==> src/rtl/glyph_fetcher.sv <==
// glyph_fetcher: walks a text console cell by cell, fetching each character's code, colours and glyph
// shape and offering the cell to a downstream renderer. Optional cursor highlight: define GLYPH_CURSOR_EN.
module glyph_fetcher #(
   parameter int COLUMNS = 80,
   parameter int ROWS    = 30,
   parameter int CHAR_W  = 8,
   parameter int CHAR_H  = 16,
   parameter int COLOR_W = 8,
   localparam int TA_W    = $clog2(COLUMNS*ROWS),
   localparam int ROW_W   = $clog2(ROWS),
   localparam int COL_W   = $clog2(COLUMNS),
   localparam int ADDR_W  = $clog2(COLUMNS*ROWS*CHAR_W*CHAR_H),
   localparam int SHAPE_W = CHAR_W*CHAR_H,
   localparam int TEXT_W  = 8 + 2*COLOR_W
) (
   input  logic               clk,
   input  logic               rst_n,
   input  logic               start,
   output logic               busy,
   output logic               frame_done,
   output logic [TA_W-1:0]    text_addr,
   output logic               text_re,
   input  logic [TEXT_W-1:0]  text_rdata,
   output logic [7:0]         font_addr,
   output logic               font_re,
   input  logic [SHAPE_W-1:0] font_rdata,
   output logic [SHAPE_W-1:0] grid_shape,
   output logic [COLOR_W-1:0] grid_fg,
   output logic [COLOR_W-1:0] grid_bg,
   output logic [ADDR_W-1:0]  base_address,
   output logic               font_ready,
   input  logic               render_done,
   input  logic [ROW_W-1:0]   cursor_row,
   input  logic [COL_W-1:0]   cursor_col,
   output logic [2:0]         dbg_state
);

   typedef enum logic [2:0] {
      IDLE      = 3'd0,
      READ_TEXT = 3'd1,
      READ_FONT = 3'd2,
      OFFER     = 3'd3,
      HOLD      = 3'd4
   } state_t;

   localparam int ROW_STRIDE = COLUMNS*CHAR_W*CHAR_H;

   state_t             r_state;
   logic               r_phase;
   logic [ROW_W-1:0]   r_row;
   logic [COL_W-1:0]   r_col;
   logic [COLOR_W-1:0] r_fg;
   logic [COLOR_W-1:0] r_bg;
   logic               r_busy;
   logic               r_frame_done;
   logic [TA_W-1:0]    r_text_addr;
   logic               r_text_re;
   logic [7:0]         r_font_addr;
   logic               r_font_re;
   logic [SHAPE_W-1:0] r_grid_shape;
   logic [COLOR_W-1:0] r_grid_fg;
   logic [COLOR_W-1:0] r_grid_bg;
   logic [ADDR_W-1:0]  r_base_address;
   logic               r_font_ready;

   logic               w_last_col;
   logic               w_last_row;
   logic [ROW_W-1:0]   w_next_row;
   logic [COL_W-1:0]   w_next_col;
   logic [TA_W-1:0]    w_next_addr;
   logic [ADDR_W-1:0]  w_base;
   logic [COLOR_W-1:0] w_fg_sel;
   logic [COLOR_W-1:0] w_bg_sel;

   assign w_last_col  = (r_col == COL_W'(COLUMNS - 1));
   assign w_last_row  = (r_row == ROW_W'(ROWS - 1));
   assign w_next_addr = TA_W'(w_next_row) * TA_W'(COLUMNS) + TA_W'(w_next_col);
   // Widened to the full SRAM address before multiplying so no partial product is truncated.
   assign w_base      = ADDR_W'(r_row) * ADDR_W'(ROW_STRIDE) + ADDR_W'(r_col) * ADDR_W'(CHAR_W);

   always_comb begin
      w_next_row = r_row;
      w_next_col = r_col + 1'b1;
      if (w_last_col) begin
         w_next_col = '0;
         w_next_row = r_row + 1'b1;
      end
   end

`ifdef GLYPH_CURSOR_EN
   logic r_cursor_hit;
   assign w_fg_sel = r_cursor_hit ? r_bg : r_fg;
   assign w_bg_sel = r_cursor_hit ? r_fg : r_bg;
`else
   logic w_unused_cursor;
   assign w_unused_cursor = ^{cursor_row, cursor_col};
   assign w_fg_sel = r_fg;
   assign w_bg_sel = r_bg;
`endif

   // Handshake: font_ready is the valid for the offered cell and render_done is its ready; the cell
   // transfers on the first cycle both are high, and font_ready is never withdrawn before that.
   always_ff @(posedge clk or negedge rst_n) begin
      if (!rst_n) begin
         r_state        <= IDLE;
         r_phase        <= 1'b0;
         r_row          <= '0;
         r_col          <= '0;
         r_fg           <= '0;
         r_bg           <= '0;
         r_busy         <= 1'b0;
         r_frame_done   <= 1'b0;
         r_text_addr    <= '0;
         r_text_re      <= 1'b0;
         r_font_addr    <= '0;
         r_font_re      <= 1'b0;
         r_grid_shape   <= '0;
         r_grid_fg      <= '0;
         r_grid_bg      <= '0;
         r_base_address <= '0;
         r_font_ready   <= 1'b0;
`ifdef GLYPH_CURSOR_EN
         r_cursor_hit   <= 1'b0;
`endif
      end else begin
         r_frame_done <= 1'b0;
         case (r_state)
            IDLE: begin
               if (start) begin
                  r_row       <= '0;
                  r_col       <= '0;
                  r_text_addr <= '0;
                  r_text_re   <= 1'b1;
                  r_busy      <= 1'b1;
                  r_phase     <= 1'b0;
                  r_state     <= READ_TEXT;
               end
            end
            READ_TEXT: begin
               // r_phase 0 is the strobe cycle, 1 is the cycle the memory data is captured.
               if (!r_phase) begin
                  r_text_re <= 1'b0;
                  r_phase   <= 1'b1;
`ifdef GLYPH_CURSOR_EN
                  r_cursor_hit <= (r_row == cursor_row) && (r_col == cursor_col);
`endif
               end else begin
                  r_font_addr <= text_rdata[TEXT_W-1 -: 8];
                  r_fg        <= text_rdata[2*COLOR_W-1 -: COLOR_W];
                  r_bg        <= text_rdata[COLOR_W-1:0];
                  r_font_re   <= 1'b1;
                  r_phase     <= 1'b0;
                  r_state     <= READ_FONT;
               end
            end
            READ_FONT: begin
               if (!r_phase) begin
                  r_font_re <= 1'b0;
                  r_phase   <= 1'b1;
               end else begin
                  r_grid_shape   <= font_rdata;
                  r_grid_fg      <= w_fg_sel;
                  r_grid_bg      <= w_bg_sel;
                  r_base_address <= w_base;
                  r_font_ready   <= 1'b1;
                  r_phase        <= 1'b0;
                  r_state        <= OFFER;
               end
            end
            OFFER: begin
               if (render_done) begin
                  r_font_ready <= 1'b0;
                  r_state      <= HOLD;
               end
            end
            HOLD: begin
               if (w_last_col && w_last_row) begin
                  r_row        <= '0;
                  r_col        <= '0;
                  r_busy       <= 1'b0;
                  r_frame_done <= 1'b1;
                  r_state      <= IDLE;
               end else begin
                  r_row       <= w_next_row;
                  r_col       <= w_next_col;
                  r_text_addr <= w_next_addr;
                  r_text_re   <= 1'b1;
                  r_state     <= READ_TEXT;
               end
            end
            default: begin
               r_state      <= IDLE;
               r_phase      <= 1'b0;
               r_busy       <= 1'b0;
               r_text_re    <= 1'b0;
               r_font_re    <= 1'b0;
               r_font_ready <= 1'b0;
            end
         endcase
      end
   end

   assign busy         = r_busy;
   assign frame_done   = r_frame_done;
   assign text_addr    = r_text_addr;
   assign text_re      = r_text_re;
   assign font_addr    = r_font_addr;
   assign font_re      = r_font_re;
   assign grid_shape   = r_grid_shape;
   assign grid_fg      = r_grid_fg;
   assign grid_bg      = r_grid_bg;
   assign base_address = r_base_address;
   assign font_ready   = r_font_ready;
   assign dbg_state    = r_state;

endmodule

==> config.mk <==
export PLATFORM = sky130hd
export DESIGN_NAME = glyph_fetcher
export DESIGN_NICKNAME = d
export VERILOG_FILES = /design/src/rtl/glyph_fetcher.sv
export SDC_FILE = /design/constraint.sdc
export NUM_CORES = 1
export LEC_CHECK = 0
export ABC_AREA = 1
export CAP_MARGIN = 30
export CORE_MARGIN = 1
export CORE_UTILIZATION = 41
export CTS_BUF_LIST = sky130_fd_sc_hd__clkbuf_4 sky130_fd_sc_hd__clkbuf_8
export DETAILED_ROUTE_END_ITERATION = 16
export GPL_TIMING_DRIVEN = 0
export PLACE_DENSITY = 0.75
export SLEW_MARGIN = 20
export SYNTH_ARGS = -nofsm -noshare
export SYNTH_HDL_FRONTEND = slang
export SYNTH_SLANG_ARGS = --single-unit
==> constraint.sdc <==
create_clock -name clk -period 2.7 [get_ports clk]
set_input_delay 0.27 -clock clk [delete_from_list [all_inputs] [get_ports clk]]
set_output_delay 0.27 -clock clk [all_outputs]
set_load 0.02 [all_outputs]
==> results.toml <==
[timing]
period_share = 1.09
final-hold-violation-count = 0
relSlewSlack = 0.572
finClkSkew_ns = 0.0149
rsz0062_at_grt = "true"
setup_violations = 3
finalSetupTns_ns = -0.578
timing.final.ws_setup_ns = -0.236
fmax_ghz = 0.341
period_needed_ns = 2.94
slew_viol_final = 0
worst_slew_pin_slew_ns = 0.642
hold_ws_ns = 0.270

[synthesis]
syn_avg_cell_area_um2 = 8.75
postSynth.asyncResetShare = 1.00
synth_commonest_cells = "589 x nand2_1, 216 x dfrtp_1, 37 x inv_1"
ys_seq_area_frac = 0.603
synth_flop_cell = "dfrtp_1"
synth_largest_area_cell = "dfrtp_1"
synth_cell_type_count = 37
synthCells = 1024
synth_top_area_share = 0.603
synth_edf_count = 0
synth.most_common_cell = "nand2_1"
ys_top_cells_by_area = "dfrtp_1 60%, nand2_1 25%, ha_1 2.2%"
synth_area_um2 = 8960
ys_ff_latch = 216
yosys_warnings = 0

[place]
placed_cells = 1646
place_ws_ns = -0.425
gp_congestion = 0.853
place_area_um2 = 12800
hpwl_um = 19700
port_buffers = 342

[grt]
grt_pass1_vias = 7987
grt_max_degree = 97
antenna_found_initial = 1
use_met1 = 0.282
overflow = 0
grt_pass1_wl_um = 41100
grt_busiest_layer = "met2"
grtUsageMet2 = 0.393
grt_usage = 0.238
gr-usage-met3 = 0.0854

[power_and_ir_drop]
power_mw = 15.9
p_per_area_nw_per_um2 = 1150
ir_drop_uv = 685
power.static_leakage_nw = 6.88

[route]
firstDrtPassIters = 4
wl_um = 27000
wl_per_cell_um = 15.6
drcViolationCount = 0
ant_nets = 0
vias_per_cell = 4.64
num_vias = 8028
first_iter_violations = 312

[run_status]
violations = "negative setup slack"
status = "finished with violations"

[min_path]
worstHoldPathType = "in -> async"

[critical_path]
cp-start-kind = "flop"
r2r-end = "text_addr[11]"
crit_fanout = 5
rr_worst_depth = 16
critical_path_class = "reg -> reg"
cp-end-kind = "flop"
ff2ff_setup_slack_ns = -0.24
r2r_start = "r_col[0]"
crit_required_ns = 3.16
crit_arrival_ns = 3.39

[final_layout]
drive_gt1_frac = 0.100
fin_area_um2 = 13800
stdcell_count = 1729
synthToLayoutAreaGrowth_pct = 54.3
final_nets = 1617
fin_util = 0.652
fillerInstances = 1786

[clock_network]
ctsRootBufferMaster = "clkbuf_8"
cts.sink_count = 216
clkSlewWorstSetupHoldPaths_ns = 0.06
clockBufferDepth = 3
cts_tree = "built"
cts_buffers = 38
clk_latency_ns = 0.53
htree_levels = 2

[floorplan]
die_h_um = 150
dieArea_um2 = 22500
start_util = 0.422
dieWidth_um = 150
coreArea_um2 = 21200
rows = 53
ioPinCount = 359

[run]
drv_cap = 0
==> worst max path at each step <==
stage	startpoint	cells after the start	endpoint
2_1_floorplan	r_col[1]	16	text_addr[11]
3_3_place_gp	rst_n	1	text_addr[6]
3_5_place_dp	r_col[1]	17	text_addr[11]
4_1_cts	r_col[1]	16	text_addr[11]
5_1_grt	r_col[0]	16	text_addr[11]
6_report	r_col[0]	16	text_addr[11]
==> sequential cells by signal, indices dropped and copies added (netlist names) <==
name          count
grid_fg           8
font_addr         8
frame_done        1
grid_bg           8
r_row             5
base_address     15
text_addr        12
grid_shape      128
r_fg              8
r_bg              8
font_ready        1
font_re           1
busy              1
r_col             7
dbg_state         3
r_phase           1
text_re           1
==> timing repair <==
item                                    CTS  global route
pin swaps                                 8             9
buffers inserted                          8            10
endpoints found under the setup margin    4             4
hold buffers                              1             0
endpoints found under the hold margin    57             0
resized for setup                         6            10
==> power by group <==
group,internal [mW],switching (mW)
clock network,1.84,1.32
logic,3.18,4.06
registers,4.68,0.799
total,9.71,6.18
==> worst max-delay path, cell delays in order (launching register included) <==
cell and delay, ns:
dfrtp_1 0.40, ha_4 0.16, nand3_4 0.09, nor2_8 0.15
nand4_1 0.16, xnor2_2 0.25, ha_1 0.27, ha_2 0.18
inv_2 0.06, fa_2 0.46, nor2_2 0.12, nand4_1 0.14
a21oi_2 0.19, nand3_1 0.08, nand2_1 0.06, nand2_1 0.05
nand2_1 0.06
==> kinds of logic after synthesis <==
logic type | after synthesis | share of synthesized area
and+or+nand+nor | 643 | 0.282
DFF | 216 | 0.603
buffers and inverters | 85 | 0.0447
AOI/OAI and AO/OA | 52 | 0.0321
adders and majority gates | 19 | 0.0290
xor gates and xnor gates | 8 | 0.00866
other | 1 | 0.000418
==> cells in the final DEF (no fill, tap or decap), types with 17 or more instances in the layout <==
master and count:
buf_4 32, inv_1 33, nand3_1 17, dfrtp_1 215, nand2_1 589, clkbuf_8 44, nor2_1 17, clkdlybuf4s50_1 341
o21ai_0 32
==> routing by layer <==
| metal | routed length (um) | vias up |
|---|---|---|
| met3 | 2470 | 55 |
| met5 | 0 | - |
| met2 | 13000 | 290 |
| met1 | 10800 | 3740 |
| met4 | 819 | 0 |
| li1 | - | 3943 |
==> cell type report <==
type / count / area [um2] / area share
well taps: 275 / 344 / 0.0249
clock inverters: 7 / 93.8 / 0.00679
diodes: 1 / 2.50 / 0.000181
flip-flops and latches: 216 / 5410 / 0.391
repair buffers: 363 / 3640 / 0.263
inverters: 41 / 154 / 0.0111
clock buffers: 56 / 696 / 0.0503
multi-input cells: 726 / 3240 / 0.235
plain buffers: 44 / 246 / 0.0178
No activity file was read; power rests on OpenSTA's default activity.
